<file path="config.mk">
export PLATFORM = sky130hd
export DESIGN_NAME = crc16_calc
export DESIGN_NICKNAME = d
export VERILOG_FILES = /design/src/rtl/crc16_calc.sv
export SDC_FILE = /design/constraint.sdc
export NUM_CORES = 1
export LEC_CHECK = 0
export ABC_AREA = 1
export CORE_AREA = 2 2 68 70
export DETAILED_ROUTE_END_ITERATION = 10
export DIE_AREA = 0 0 70 72
export MAX_ROUTING_LAYER = met4
export PLACE_DENSITY = 0.79
export SYNTH_ARGS = -nofsm -noshare
export SYNTH_HDL_FRONTEND = slang
export SYNTH_SLANG_ARGS = --single-unit
export TNS_END_PERCENT = 20
</file>
<file path="constraint.sdc">
create_clock -name clk -period 1.5 [get_ports clk]
set_input_delay 0.15 -clock clk [delete_from_list [all_inputs] [get_ports clk]]
set_output_delay 0.15 -clock clk [all_outputs]
set_load 0.01 [all_outputs]
</file>
<file path="src/rtl/crc16_calc.sv">
// Byte-serial CRC-16/CCITT-FALSE generator, one message bit per clock, MSB first.
// Ports: clk, rst (async, active-high); d/d_rdy/msg_start/msg_last byte input;
// busy (byte in flight or CRC being delivered), crc/crc_rdy final result, err overrun flag.
module crc16_calc #(
    parameter logic [15:0] POLY = 16'h1021,
    parameter logic [15:0] INIT = 16'hFFFF
) (
    input  logic        clk,
    input  logic        rst,
    input  logic [7:0]  d,
    input  logic        d_rdy,
    input  logic        msg_start,
    input  logic        msg_last,
    output logic        busy,
    output logic [15:0] crc,
    output logic        crc_rdy,
    output logic        err
);

    typedef enum logic [1:0] {
        IDLE  = 2'd0,
        SHIFT = 2'd1,
        DONE  = 2'd2
    } state_t;

    state_t      state;
    state_t      state_n;
    logic [15:0] acc;
    logic [15:0] acc_nxt;
    logic [7:0]  sr;
    logic [2:0]  cnt;
    logic        last;
    logic        fb;
    logic        accept;
    logic        shifting;

    // msg_start re-opens the input even while busy, so its byte is taken.
    assign accept   = d_rdy && (state == IDLE || msg_start);
    // msg_start aborts any byte in flight.
    assign shifting = (state == SHIFT) && !msg_start;

    assign fb      = acc[15] ^ sr[7];
    assign acc_nxt = {acc[14:0], 1'b0} ^ (fb ? POLY : 16'h0000);

    // State register
    always_ff @(posedge clk or posedge rst) begin
        if (rst) begin
            state <= IDLE;
        end else begin
            state <= state_n;
        end
    end

    // Next-state logic
    always_comb begin
        state_n = state;
        if (msg_start) begin
            state_n = d_rdy ? SHIFT : IDLE;
        end else begin
            unique case (state)
                IDLE: begin
                    if (d_rdy) begin
                        state_n = SHIFT;
                    end
                end
                SHIFT: begin
                    if (cnt == 3'd0) begin
                        state_n = last ? DONE : IDLE;
                    end
                end
                DONE: begin
                    state_n = IDLE;
                end
                default: begin
                    state_n = IDLE;
                end
            endcase
        end
    end

    // Output decode
    always_comb begin
        busy = 1'b0;
        unique case (state)
            SHIFT:   busy = 1'b1;
            DONE:    busy = 1'b1;
            default: busy = 1'b0;
        endcase
    end

    // Datapath: accumulator, byte shifter, bit counter, result registers
    always_ff @(posedge clk or posedge rst) begin
        if (rst) begin
            acc     <= INIT;
            sr      <= 8'h00;
            cnt     <= 3'd0;
            last    <= 1'b0;
            crc     <= 16'h0000;
            crc_rdy <= 1'b0;
            err     <= 1'b0;
        end else begin
            // crc was loaded on entry to DONE, so the strobe trails it by one clock.
            crc_rdy <= (state == DONE) && !msg_start;

            if (msg_start) begin
                err <= 1'b0;
            end else if (d_rdy && busy) begin
                err <= 1'b1;
            end

            if (msg_start) begin
                acc <= INIT;
            end else if (shifting) begin
                acc <= acc_nxt;
            end

            if (accept) begin
                sr   <= d;
                last <= msg_last;
                cnt  <= 3'd7;
            end else if (shifting) begin
                sr  <= {sr[6:0], 1'b0};
                cnt <= cnt - 3'd1;
            end

            if (shifting && cnt == 3'd0 && last) begin
                crc <= acc_nxt;
            end
        end
    end

endmodule
</file>
==> flow_metrics.env, run 1 <==
export IMPL_portBuffers=31
export IMPL_slew_viol_final=0
export IMPL_ys_seq_elements=48
export IMPL_period_share_pct=97.9
export IMPL_synth_cells=243
export IMPL_drive_gt1_share_pct=18.2
export IMPL_yosysTopAreaCell="dfrtp_1"
export IMPL_synth_edf_count=0
export IMPL_synth_area_per_cell_um2=9.15
export IMPL_maxSlewHeadroom_pct=78.4
export IMPL_vias=1708
export IMPL_period_needed_ns=1.47
export IMPL_clock_skew_ns=0.0107
export IMPL_initial_core_util_pct=52.1
export IMPL_pwr_share_comb_pct=25.6
export IMPL_run_status="complete, no violations"
export IMPL_die_w_um=70
export IMPL_grt_max_degree=49
export IMPL_place_gp_congestion=0.824
export IMPL_dp_hpwl_mm=2.85
export IMPL_setup_viol=0
export IMPL_syn_nets=262
export IMPL_antenna_found_initial=0
export IMPL_final_setup_worst_slack_ns=0.0313
export IMPL_ctsLongestPathBuffers=2
export IMPL_firstDrtPassIters=4
export IMPL_grt_overflow_total=0
export IMPL_clk_pin_slew_ns=0.09
export IMPL_endpoint_kind="primary output"
export IMPL_finalNonFillerCells=337
export IMPL_worstPathRequired_ns=1.35
export IMPL_regArea_um2=1220
export IMPL_yosysWarnings=0
export IMPL_grt_pass1_wl_mm=7.38
export IMPL_root_buffer="clkbuf_8"
export IMPL_hold_ws_ns=0.191
export IMPL_netlist_area_um2=2220
export IMPL_diodes=0
export IMPL_dp_cells=326
export IMPL_fillers=381
export IMPL_leakage_nw=1.44
export IMPL_grt_pass1_vias=1720
export IMPL_met3_length_um=161
export IMPL_ios=32
export IMPL_cp_cell_sequence="inv_2 -> ha_1 -> clkdlybuf4s15_1"
export IMPL_met1Wirelength_mm=1.81
export IMPL_max_stage_delay_ns=0.41
export IMPL_hold_viol=0
export IMPL_start_kind="flop"
export IMPL_ys_seq_area_share_pct=54.9
export IMPL_drt_vias_per_instance=5.07
export IMPL_drv_cap=0
export IMPL_post_place_ws_ns=-0.0124
export IMPL_ir_drop_mv=0.978
export IMPL_clock_latency_ns=0.30
export IMPL_num_rows=24
export IMPL_synth_top_area_share_pct=36.0
export IMPL_seqPwrFrac_pct=44.4
export IMPL_routed_top_layer="met4"
export IMPL_cts_buffers=5
export IMPL_drt_iter0_drc=86
export IMPL_die_h_um=72
export IMPL_cp_max_fo=3
export IMPL_multiInputGateArea_um2=813
export IMPL_drc_errors=0
export IMPL_cts_tree="done"
export IMPL_routed_wl_mm=4.28
export IMPL_synth_ff_type="dfrtp_1"
export IMPL_cp_slowest_cell="dfrtp_1"
export IMPL_cp_arrival_ns=1.32
export IMPL_routedWlPerCell_um=12.7
export IMPL_p_int_w=0.00254
export IMPL_final_nets=303
export IMPL_synthToLayoutAreaGrowth_pct=27.5
export IMPL_pwr_share_clk_pct=30.0
export IMPL_hold_class="input pin to async pin"
export IMPL_yosys_top_cells_area="dfrtp_1, dfstp_2, nand2_1"
export IMPL_die_area_um2=5040
export IMPL_cts_sinks=48
export IMPL_async_flop_share_pct=100
export IMPL_crit_type="flop to primary output"
export IMPL_power_switching_w=0.00107
export IMPL_wl_met2_mm=2.26
export IMPL_h_tree_depth=2
export IMPL_grtUsageTotal_pct=18.9
export IMPL_yosysUniqueCellTypes=20
export IMPL_power_density_nw_per_um2=1270
export IMPL_fmax_mhz=681
export IMPL_core_area_um2=4260
export IMPL_p_sw_share_pct=29.6
export IMPL_ant_nets=0
export IMPL_worst_pin_slew_ns=0.324
-- state kept, by name (all words and copies together), names as in the netlist --
signal   cells
crc_rdy      1
cnt          3
acc         16
err          1
sr           8
last         1
crc         16
state        2
-- synth_stat cells (2+ instances only) --
cell / number
a21oi_1: 6
dfrtp_1: 32
buf_2: 2
dfstp_2: 16
nor2_1: 7
inv_1: 33
o21ai_1: 12
a22oi_1: 14
o21ai_2: 3
nor2_2: 4
nand2_1: 71
ha_1: 6
buf_4: 3
nand3_1: 24
buf_6: 5
-- layout by cell type, fill, tap and decap left out --
| master | instances |
|---|---|
| a21oi_1 | 6 |
| a22oi_1 | 14 |
| buf_12 | 4 |
| buf_4 | 8 |
| bufinv_16 | 2 |
| clkbuf_1 | 1 |
| clkbuf_16 | 1 |
| clkbuf_8 | 5 |
| clkdlybuf4s15_1 | 1 |
| clkdlybuf4s50_1 | 30 |
| dfrtp_1 | 32 |
| dfstp_2 | 16 |
| ha_1 | 5 |
| ha_2 | 1 |
| inv_1 | 30 |
| inv_2 | 4 |
| nand2_1 | 71 |
| nand3_1 | 24 |
| nand3_4 | 1 |
| nor2_1 | 6 |
| nor2_2 | 2 |
| nor2_4 | 3 |
| nor2_8 | 1 |
| o21ai_0 | 1 |
| o21ai_1 | 12 |
| o21ai_2 | 3 |
| o21ai_4 | 1 |
-- routing by layer --
metal / up-vias / GRT usage, %
met4: 0 / 5.77
met2: 41 / 34.4
li1: 851 / -
met3: 6 / 3.75
met5: - / -
met1: 810 / 21.2
-- power groups by stage --
| stage | combinational (W) | clock [W] | sequential (W) |
|---|---|---|---|
| after CTS | 0.000911 | 0.00110 | 0.00160 |
| after floorplan | 0.000607 | 0 | 0.00160 |
| final | 0.000922 | 0.00108 | 0.00160 |
| after detailed placement | 0.000876 | 0 | 0.00162 |
| after global placement | 0.000848 | 0 | 0.00161 |
| after global routing | 0.00103 | 0.00115 | 0.00162 |
-- timing repair --
item | CTS | global route
endpoints found under the setup margin | 15 | 24
cloned | 0 | 1
gates resized for setup | 4 | 6
setup buffers | 1 | 1
pin swaps | 0 | 0
hold buffers | 0 | 0
-- critical path, delay by kind of cell, from the launching register on --
kind	cells	cell delay, ns
adders and majority gates	1	0.30
buffers and inverters	2	0.31
DFF	1	0.41
-- cells by family (layout without fill, tap and decap cells) --
kind of cell               after synthesis  after routing  share of synthesized area, %
adders and majority gates                6              6                          3.38
buffers and inverters                   44             86                          9.74
and+or+nand+nor                        108            108                          21.0
DFF                                     48             48                          54.9
AOI/OAI and AO/OA                       37             37                          10.9
-- stage by stage --
step           TNS [ns]  util (%)  instance area, um^2  total power (W)
4_1_cts               0      65.3                 2780          0.00361
5_1_grt         -0.0212      66.5                 2840          0.00381
6_report              0      66.5                 2840          0.00361
3_3_place_gp          0      61.8                 2640          0.00246
2_1_floorplan         0         -                 2220          0.00221
3_5_place_dp    -0.0242      61.8                 2640          0.00250
-- area by class of cell --
type	count	area share (%)
well taps	52	2.29
clock buffers	6	2.56
inverters	34	4.50
repair buffers	44	16.8
clock inverters	2	2.12
flip-flops and latches	48	43.1
multi-input cells	151	28.7
-- worst paths after layout --
check / endpoint / from / slack, ns / cells after the start
max in group asynchronous: acc[2] / rst / 1.02 / 3
worst min-delay path: sr[7] / rst / 0.19 / 3
worst min register to register: crc[7] / crc[7] / 0.48 / 2
worst max-delay path: busy / state[1] / 0.03 / 3
min in group clk: sr[0] / d[0] / 0.38 / 3
worst max register to register: crc[1] / state[1] / 0.09 / 8
No activity file was read; power rests on OpenSTA's default activity.
==> inputs of run 2 (changes only) <==
- SLEW_MARGIN: not set -> 0
==> results of run 2 <==
Final layout, timing and power as in run 1 (identical DEF).
==> inputs of run 3 (changes only) <==
- HOLD_SLACK_MARGIN: not set -> 0.06
==> results of run 3 <==
Final layout, timing and power as in run 1 (identical DEF).
